`config.mk`:
```
export PLATFORM = sky130hd
export DESIGN_NAME = sci_master_v2
export DESIGN_NICKNAME = d
export VERILOG_FILES = /design/src/rtl/sci_pkg.sv /design/src/rtl/sci_shift_reg.sv /design/src/rtl/sci_master_v2.sv
export SDC_FILE = /design/constraint.sdc
export NUM_CORES = 1
export LEC_CHECK = 0
export CAP_MARGIN = 25
export CORE_AREA = 5 5 84 101
export DETAILED_ROUTE_END_ITERATION = 10
export DIE_AREA = 0 0 89 106
export GPL_TIMING_DRIVEN = 0
export HOLD_SLACK_MARGIN = 0.15
export PLACE_DENSITY = 0.49
export SYNTH_ARGS = -nofsm -noshare
export SYNTH_HDL_FRONTEND = slang
export SYNTH_SLANG_ARGS = --single-unit
export TNS_END_PERCENT = 30
```
`constraint.sdc`:
```
create_clock -name CLK -period 2.7 [get_ports CLK]
set_clock_uncertainty 0.2 [all_clocks]
set_input_delay 0.405 -clock CLK [delete_from_list [all_inputs] [get_ports CLK]]
set_output_delay 0.405 -clock CLK [all_outputs]
set_load 0.01 [all_outputs]
```
`src/rtl/sci_pkg.sv`:
```
// Shared types and width helpers for the SCI master and its bench.
package sci_pkg;

    typedef enum logic [2:0] {
        StIdle,
        StCmd,
        StAddr,
        StWdata,
        StRdata,
        StResp
    } sci_state_e;

    localparam int unsigned CmdBits = 1;

    function automatic int unsigned sel_width(input int unsigned n);
        return (n > 1) ? $clog2(n) : 1;
    endfunction

    function automatic int unsigned max_width(input int unsigned a, input int unsigned b);
        return (a > b) ? a : b;
    endfunction

    // Serial bits driven by the master: command + address (+ write data).
    function automatic int unsigned write_frame_len(input int unsigned aw, input int unsigned dw);
        return CmdBits + aw + dw;
    endfunction

    function automatic int unsigned read_hdr_len(input int unsigned aw);
        return CmdBits + aw;
    endfunction

endpackage

```
`src/rtl/sci_shift_reg.sv`:
```
// Parallel-load shift register: MSB-first serial out, serial in at the LSB.
module sci_shift_reg #(
    parameter int unsigned Width = 8
) (
    input  logic             clk_i,
    input  logic             rst_i,
    input  logic             load_i,
    input  logic [Width-1:0] load_val_i,
    input  logic             shift_i,
    input  logic             sin_i,
    output logic [Width-1:0] q_o,
    output logic             sout_o
);

    logic [Width-1:0] sr_q, sr_d;

    always_comb begin
        sr_d = sr_q;
        if (load_i) begin
            sr_d = load_val_i;
        end else if (shift_i) begin
            sr_d = {sr_q[Width-2:0], sin_i};
        end
    end

    always_ff @(posedge clk_i or posedge rst_i) begin
        if (rst_i) begin
            sr_q <= '0;
        end else begin
            sr_q <= sr_d;
        end
    end

    assign q_o    = sr_q;
    assign sout_o = sr_q[Width-1];

endmodule

```
`src/rtl/sci_master_v2.sv`:
```
// SCI master: serialises single-word read/write requests to one of NUM_PERIPHERALS slaves.
// Define SCI_MASTER_TIMEOUT_EN to add a read watchdog of TIMEOUT_CYCLES clocks.
module sci_master_v2
    import sci_pkg::*;
#(
    parameter int unsigned ADDR_WIDTH      = 4,
    parameter int unsigned DATA_WIDTH      = 8,
    parameter int unsigned NUM_PERIPHERALS = 2,
    parameter int unsigned TIMEOUT_CYCLES  = 64,
    localparam int unsigned SEL_W          = sel_width(NUM_PERIPHERALS)
) (
    input  logic                       CLK,
    input  logic                       RST,
    input  logic                       REQ,
    input  logic                       WNR,
    input  logic [ADDR_WIDTH-1:0]      ADDR,
    input  logic [SEL_W-1:0]           PSEL,
    input  logic [DATA_WIDTH-1:0]      DATA_IN,
    output logic                       READY,
    output logic                       ACK,
    output logic                       ERR,
    output logic [DATA_WIDTH-1:0]      DATA_OUT,
    output logic [NUM_PERIPHERALS-1:0] SCI_CSN,
    output logic                       SCI_SOUT,
    input  logic                       SCI_SIN,
    input  logic                       SCI_SACK
);

    localparam int unsigned SrW = max_width(ADDR_WIDTH, DATA_WIDTH);
    localparam int unsigned PhW = $clog2(SrW);
    localparam int unsigned BcW = $clog2(DATA_WIDTH + 2);

    sci_state_e state_q, state_d;

    logic                  wnr_q, wnr_d;
    logic [SEL_W-1:0]      psel_q, psel_d;
    logic [DATA_WIDTH-1:0] wdata_q, wdata_d;
    logic [PhW-1:0]        phase_q, phase_d;
    logic [BcW-1:0]        bit_cnt_q, bit_cnt_d;
    logic                  sack_q, sack_d;
    logic                  err_q, err_d;
    logic [DATA_WIDTH-1:0] dout_q, dout_d;

    logic accept, psel_ok, addr_last, wdata_last, sack_fall, read_ok, timeout_hit;
    logic tx_load, tx_shift, tx_sout, rx_shift;
    logic [SrW-1:0]        tx_load_val;
    logic [DATA_WIDTH-1:0] rx_data;
    logic [SrW-1:0]        unused_tx_par;
    logic                  unused_rx_sout;

    assign accept     = (state_q == StIdle) && REQ;
    assign psel_ok    = 32'(PSEL) < NUM_PERIPHERALS;
    assign addr_last  = (state_q == StAddr) && (phase_q == '0);
    assign wdata_last = (state_q == StWdata) && (phase_q == '0);
    // sack_q is forced low outside RDATA, so a SACK already high on entry is not a fall.
    assign sack_fall  = (state_q == StRdata) && sack_q && !SCI_SACK;
    assign read_ok    = (bit_cnt_q == BcW'(DATA_WIDTH));

`ifdef SCI_MASTER_TIMEOUT_EN
    localparam int unsigned TwW = $clog2(TIMEOUT_CYCLES + 1);

    logic [TwW-1:0] wd_q, wd_d;

    always_comb begin
        wd_d = '0;
        if (state_q == StRdata) begin
            wd_d = wd_q + TwW'(1);
        end
    end

    always_ff @(posedge CLK or posedge RST) begin
        if (RST) begin
            wd_q <= '0;
        end else begin
            wd_q <= wd_d;
        end
    end

    assign timeout_hit = (state_q == StRdata) && (wd_q == TwW'(TIMEOUT_CYCLES - 1));
`else
    logic unused_timeout_cfg;

    assign unused_timeout_cfg = ^TIMEOUT_CYCLES;
    assign timeout_hit        = 1'b0;
`endif

    // Address is loaded on accept; write data replaces it on the last address bit.
    assign tx_load     = accept || (addr_last && wnr_q);
    assign tx_load_val = accept ? (SrW'(ADDR) << (SrW - ADDR_WIDTH))
                                : (SrW'(wdata_q) << (SrW - DATA_WIDTH));
    assign tx_shift    = (state_q == StAddr) || (state_q == StWdata);
    assign rx_shift    = (state_q == StRdata) && SCI_SACK;

    sci_shift_reg #(
        .Width(SrW)
    ) u_tx (
        .clk_i     (CLK),
        .rst_i     (RST),
        .load_i    (tx_load),
        .load_val_i(tx_load_val),
        .shift_i   (tx_shift),
        .sin_i     (1'b0),
        .q_o       (unused_tx_par),
        .sout_o    (tx_sout)
    );

    sci_shift_reg #(
        .Width(DATA_WIDTH)
    ) u_rx (
        .clk_i     (CLK),
        .rst_i     (RST),
        .load_i    (1'b0),
        .load_val_i('0),
        .shift_i   (rx_shift),
        .sin_i     (SCI_SIN),
        .q_o       (rx_data),
        .sout_o    (unused_rx_sout)
    );

    always_ff @(posedge CLK or posedge RST) begin
        if (RST) begin
            state_q <= StIdle;
        end else begin
            state_q <= state_d;
        end
    end

    always_comb begin
        state_d = state_q;
        unique case (state_q)
            StIdle:  if (accept) state_d = psel_ok ? StCmd : StResp;
            StCmd:   state_d = StAddr;
            StAddr:  if (addr_last) state_d = wnr_q ? StWdata : StRdata;
            StWdata: if (wdata_last) state_d = StResp;
            StRdata: if (sack_fall || timeout_hit) state_d = StResp;
            StResp:  state_d = StIdle;
            default: state_d = StIdle;
        endcase
    end

    always_comb begin
        wnr_d     = wnr_q;
        psel_d    = psel_q;
        wdata_d   = wdata_q;
        phase_d   = phase_q;
        bit_cnt_d = '0;
        sack_d    = 1'b0;
        err_d     = 1'b0;
        dout_d    = dout_q;
        if (accept) begin
            wnr_d   = WNR;
            psel_d  = PSEL;
            wdata_d = DATA_IN;
            err_d   = !psel_ok;
        end
        unique case (state_q)
            StCmd:   phase_d = PhW'(ADDR_WIDTH - 1);
            StAddr:  phase_d = addr_last ? PhW'(DATA_WIDTH - 1) : phase_q - PhW'(1);
            StWdata: if (!wdata_last) phase_d = phase_q - PhW'(1);
            StRdata: begin
                sack_d    = SCI_SACK;
                bit_cnt_d = bit_cnt_q;
                if (SCI_SACK && (bit_cnt_q != BcW'(DATA_WIDTH + 1))) begin
                    bit_cnt_d = bit_cnt_q + BcW'(1);
                end
                // A fall in the same cycle as the watchdog takes priority.
                if (sack_fall) begin
                    err_d = !read_ok;
                    if (read_ok) dout_d = rx_data;
                end else if (timeout_hit) begin
                    err_d = 1'b1;
                end
            end
            default: ;
        endcase
    end

    always_ff @(posedge CLK or posedge RST) begin
        if (RST) begin
            wnr_q     <= 1'b0;
            psel_q    <= '0;
            wdata_q   <= '0;
            phase_q   <= '0;
            bit_cnt_q <= '0;
            sack_q    <= 1'b0;
            err_q     <= 1'b0;
            dout_q    <= '0;
        end else begin
            wnr_q     <= wnr_d;
            psel_q    <= psel_d;
            wdata_q   <= wdata_d;
            phase_q   <= phase_d;
            bit_cnt_q <= bit_cnt_d;
            sack_q    <= sack_d;
            err_q     <= err_d;
            dout_q    <= dout_d;
        end
    end

    always_comb begin
        READY    = (state_q == StIdle);
        ACK      = (state_q == StResp);
        ERR      = err_q;
        DATA_OUT = dout_q;
        SCI_SOUT = 1'b0;
        SCI_CSN  = '1;
        unique case (state_q)
            StCmd:           SCI_SOUT = wnr_q;
            StAddr, StWdata: SCI_SOUT = tx_sout;
            default: ;
        endcase
        if (state_q inside {StCmd, StAddr, StWdata, StRdata}) begin
            for (int unsigned i = 0; i < NUM_PERIPHERALS; i++) begin
                if (32'(psel_q) == i) SCI_CSN[i] = 1'b0;
            end
        end
    end

endmodule

```
==> summary.md <==
| Metric | Value |
|---|---|
| CP Max Fanout | `10` |
| Class of the tightest hold or removal check | `in -> async` |
| Hold buffers post-CTS | `0` |
| Cell Area, Synth | `2140 um^2` |
| GP Congestion | `0.772` |
| Worst Path Required | `2.10 ns` |
| WL per Instance | `14.0 um` |
| Synth Net Count | `approximately 200` |
| Post-Synthesis Cells | `between 150 and 200` |
| Endpoints failing hold | `0` |
| PwrDens | `855 nW/um^2` |
| Arr. time, crit path | `roughly 2.0 ns` |
| Setup violations, final | `0` |
| Post-CTS setup buffer count | `0` |
| CTS clock-pin slew for the worst setup and hold paths | `about 0.09 ns` |
| Clk root buf | `clkbuf_8` |
| Pin count of the biggest net entering global routing | `34` |
| Min Tclk post-route | `~2.6 ns` |
| Port-buffer cells | `31` |
| Worst-Margin Slew | `between 0.6 and 0.7 ns` |
| Core area | `approximately 7500 um^2` |
| Yosys warnings | `0` |
| Status | `finished clean` |
| Initial antenna violation count | `0` |
| CTS H-tree lvls | `2` |
| Max frequency | `0.387 GHz` |
| Multi-input gate area | `918 um^2` |
| Die ar. | `roughly 9400 um^2` |
| Chip height | `between 100 and 150 um` |
| Final Max Slew Viols | `0` |
| Number of synthesized flops with an enable pin | `0` |
| Register area | `between 1000 and 1500 um^2` |
| RSZ-0062 raised after global routing | `false` |
| CTS Buffer Depth | `2` |
| GR Util All Layers | `under 10%` |
| Dominant synthesized flop cell | `dfrtp_1` |
| Max Cap Violations | `0` |
| Initial cell density of the core | `28.6%` |
| Flops & latches, synth | `46` |
| Congestion Overflow GR | `0` |
| CP Capture Type | `primary output` |
| Top cells by count, synth | `46 x dfrtp_1, 27 x mux2_2, 12 x mux2i_1` |
| Vias | `1,422` |
| Layout cell share with drive strength beyond 1 | `between 20 and 25%` |
| Largest cells by area after synthesis | `dfrtp_1 54%, mux2_2 14%, mux2i_1 5.6%` |
| Filler cell count | `between 700 and 800` |
| Layout Cells excl Fill | `304` |
| Final period utilization | `between 90% and 100%` |
| Detailed Route WL | `around 4.2 mm` |
| Total chip power | `between 2 and 2.5 mW` |
| Global-route wire length before repair | `7.19 mm` |
| Yosys top cell area share | `53.7%` |
| CTS tree | `yes` |
| Post-synth cell types | `37` |
| Synth area leader | `dfrtp_1` |
| Num Clock Sinks | `46` |
| Detailed Routing Iterations Pass 1 | `4` |
| Reg power frac | `roughly 43%` |
| Row count | `35` |
| Leakage | `1.21 nW` |
| Final ANT Viol Nets | `0` |
| Switch Pwr | `0.690 mW` |
| Vias in the first global route | `roughly 1.5k` |
| Dpl hpwl | `~3.1 mm` |
| Sequential fraction of the synthesis area | `a little over half` |
| Combinational Power Share | `a little under a third` |
| Cell with the most instances after synthesis | `dfrtp_1` |
| Area Growth Syn to Fin | `27.7%` |
| Vias/cell | `~4.7` |
| Remaining DRCs | `0` |
| Worst-Skew Late Latency | `0.30 ns` |
| CTS buffer count | `5` |
| IR drop worst, VDD | `roughly 0.38 mV` |
| Avg Inst Size Synth | `12.5 um^2` |
| Setup TNS | `0 ns` |
| Rel. slew slack | `55.9%` |
| # IOs | `33` |
| Die W | `89 um` |
| Internal | `between 1.5 and 2 mW` |
| Startpoint Class | `flop` |
| Diode count | `0` |
| WHS | `roughly 0.17 ns` |
| NumNets Final | `~240` |
| WS Path Type | `reg -> out` |
| Violation count after the first detailed-route iteration | `between 70 and 80` |
| Async SR Flop Fraction | `100%` |
| Sw frac | `about 30%` |
| Placed Cells | `~300` |
| Clock share of power | `between 20% and 30%` |
[sequential cells by signal, summed over array words and instances (netlist names)]
name and count:
psel_q 1, sack_q 1, wnr_q 1, wdata_q 8
phase_q 3, DATA_OUT 8, ERR 1, state_q 3
bit_cnt_q 4, u_rx.q_o 8, u_tx.q_o 8
[cell usage in the layout, fill, tap and decap left out, drive strengths merged, types with 5 or more instances in the layout]
| cell type | netlist | final |
|---|---|---|
| o21ai | 6 | 6 |
| mux2i | 12 | 12 |
| a21oi | 5 | 5 |
| clkdlybuf4s50 | 0 | 31 |
| nor2 | 5 | 5 |
| dfrtp | 46 | 46 |
| clkbuf | 6 | 11 |
| inv | 10 | 10 |
| nand2 | 5 | 5 |
| mux2 | 27 | 27 |
| o2bb2ai | 5 | 5 |
| ha | 5 | 5 |
[critical path, cell delays in order, from the launching register on]
cell and delay, ns:
dfrtp_1 0.40, clkbuf_2 0.19, nor2_1 0.30, xnor2_1 0.16, nand2b_1 0.09, clkdlybuf4s50_1 0.53
[timing repair]
item	CTS	global route
gates cloned	0	0
endpoints found under the setup margin	2	2
resized for setup	0	5
hold endpoints to repair	0	0
[area by class of cell]
cell class | instances | share of cell area (%)
inverters | 10 | 1.37
multi-input cells | 108 | 33.6
flip-flops and latches | 46 | 42.1
clock buffers | 6 | 3.02
well taps | 92 | 4.21
clock inverters | 2 | 2.20
repair buffers | 33 | 12.3
plain buffers | 7 | 1.24
[power groups by stage]
stage | registers [mW] | logic (mW) | clock network, mW
global placement | 1.00 | 0.709 | 0
CTS | 0.999 | 0.722 | 0.655
finish | 0.998 | 0.706 | 0.634
floorplan | 0.959 | 0.527 | 0
detailed placement | 0.999 | 0.737 | 0
global route | 1.03 | 0.794 | 0.681
[per-stage QoR]
| step | instance area (um^2) | setup WS, ns | util (%) |
|---|---|---|---|
| detailed placement | 2590 | 0.0435 | 34.6 |
| finish | 2740 | 0.116 | 36.5 |
| CTS | 2730 | 0.0384 | 36.5 |
| global placement | 2570 | -0.214 | 34.3 |
| global route | 2740 | 0.000639 | 36.5 |
| floorplan | 2140 | 0.596 | - |
[cells by family after synthesis]
group | count (synthesis) | synth area share (%)
flops | 46 | 53.7
mux | 39 | 19.8
simple gates | 38 | 11.6
compound gates | 24 | 7.71
buf+inv | 18 | 3.39
fa+ha+maj | 5 | 2.92
xor+xnor | 2 | 0.818
[final timing paths]
check,from,end,slack (ns),cells past startpoint
setup / recovery,state_q[0]$_DFFE_PP0P_,SCI_CSN[0],0.12,5
hold / removal,RST,u_tx.q_o[3]$_DFFE_PP0P_,0.17,2
setup reg to reg,phase_q[0]$_DFFE_PP0P_,u_tx.q_o[6]$_DFFE_PP0P_,0.35,7
hold reg to reg,u_tx.q_o[1]$_DFFE_PP0P_,u_tx.q_o[1]$_DFFE_PP0P_,0.31,1
max in group asynchronous,RST,u_rx.q_o[4]$_DFFE_PP0P_,1.65,3
min in group CLK,u_tx.q_o[1]$_DFFE_PP0P_,u_tx.q_o[1]$_DFFE_PP0P_,0.31,1
[layer usage]
layer	part of all wire [%]	global-route usage (%)	up-vias
met4	2.0	4.15	0
met5	0	0	-
met1	47	13.1	709
li1	-	-	688
met3	2.7	2.09	6
met2	48	14.8	19
Power figures use the tool's default switching activity.
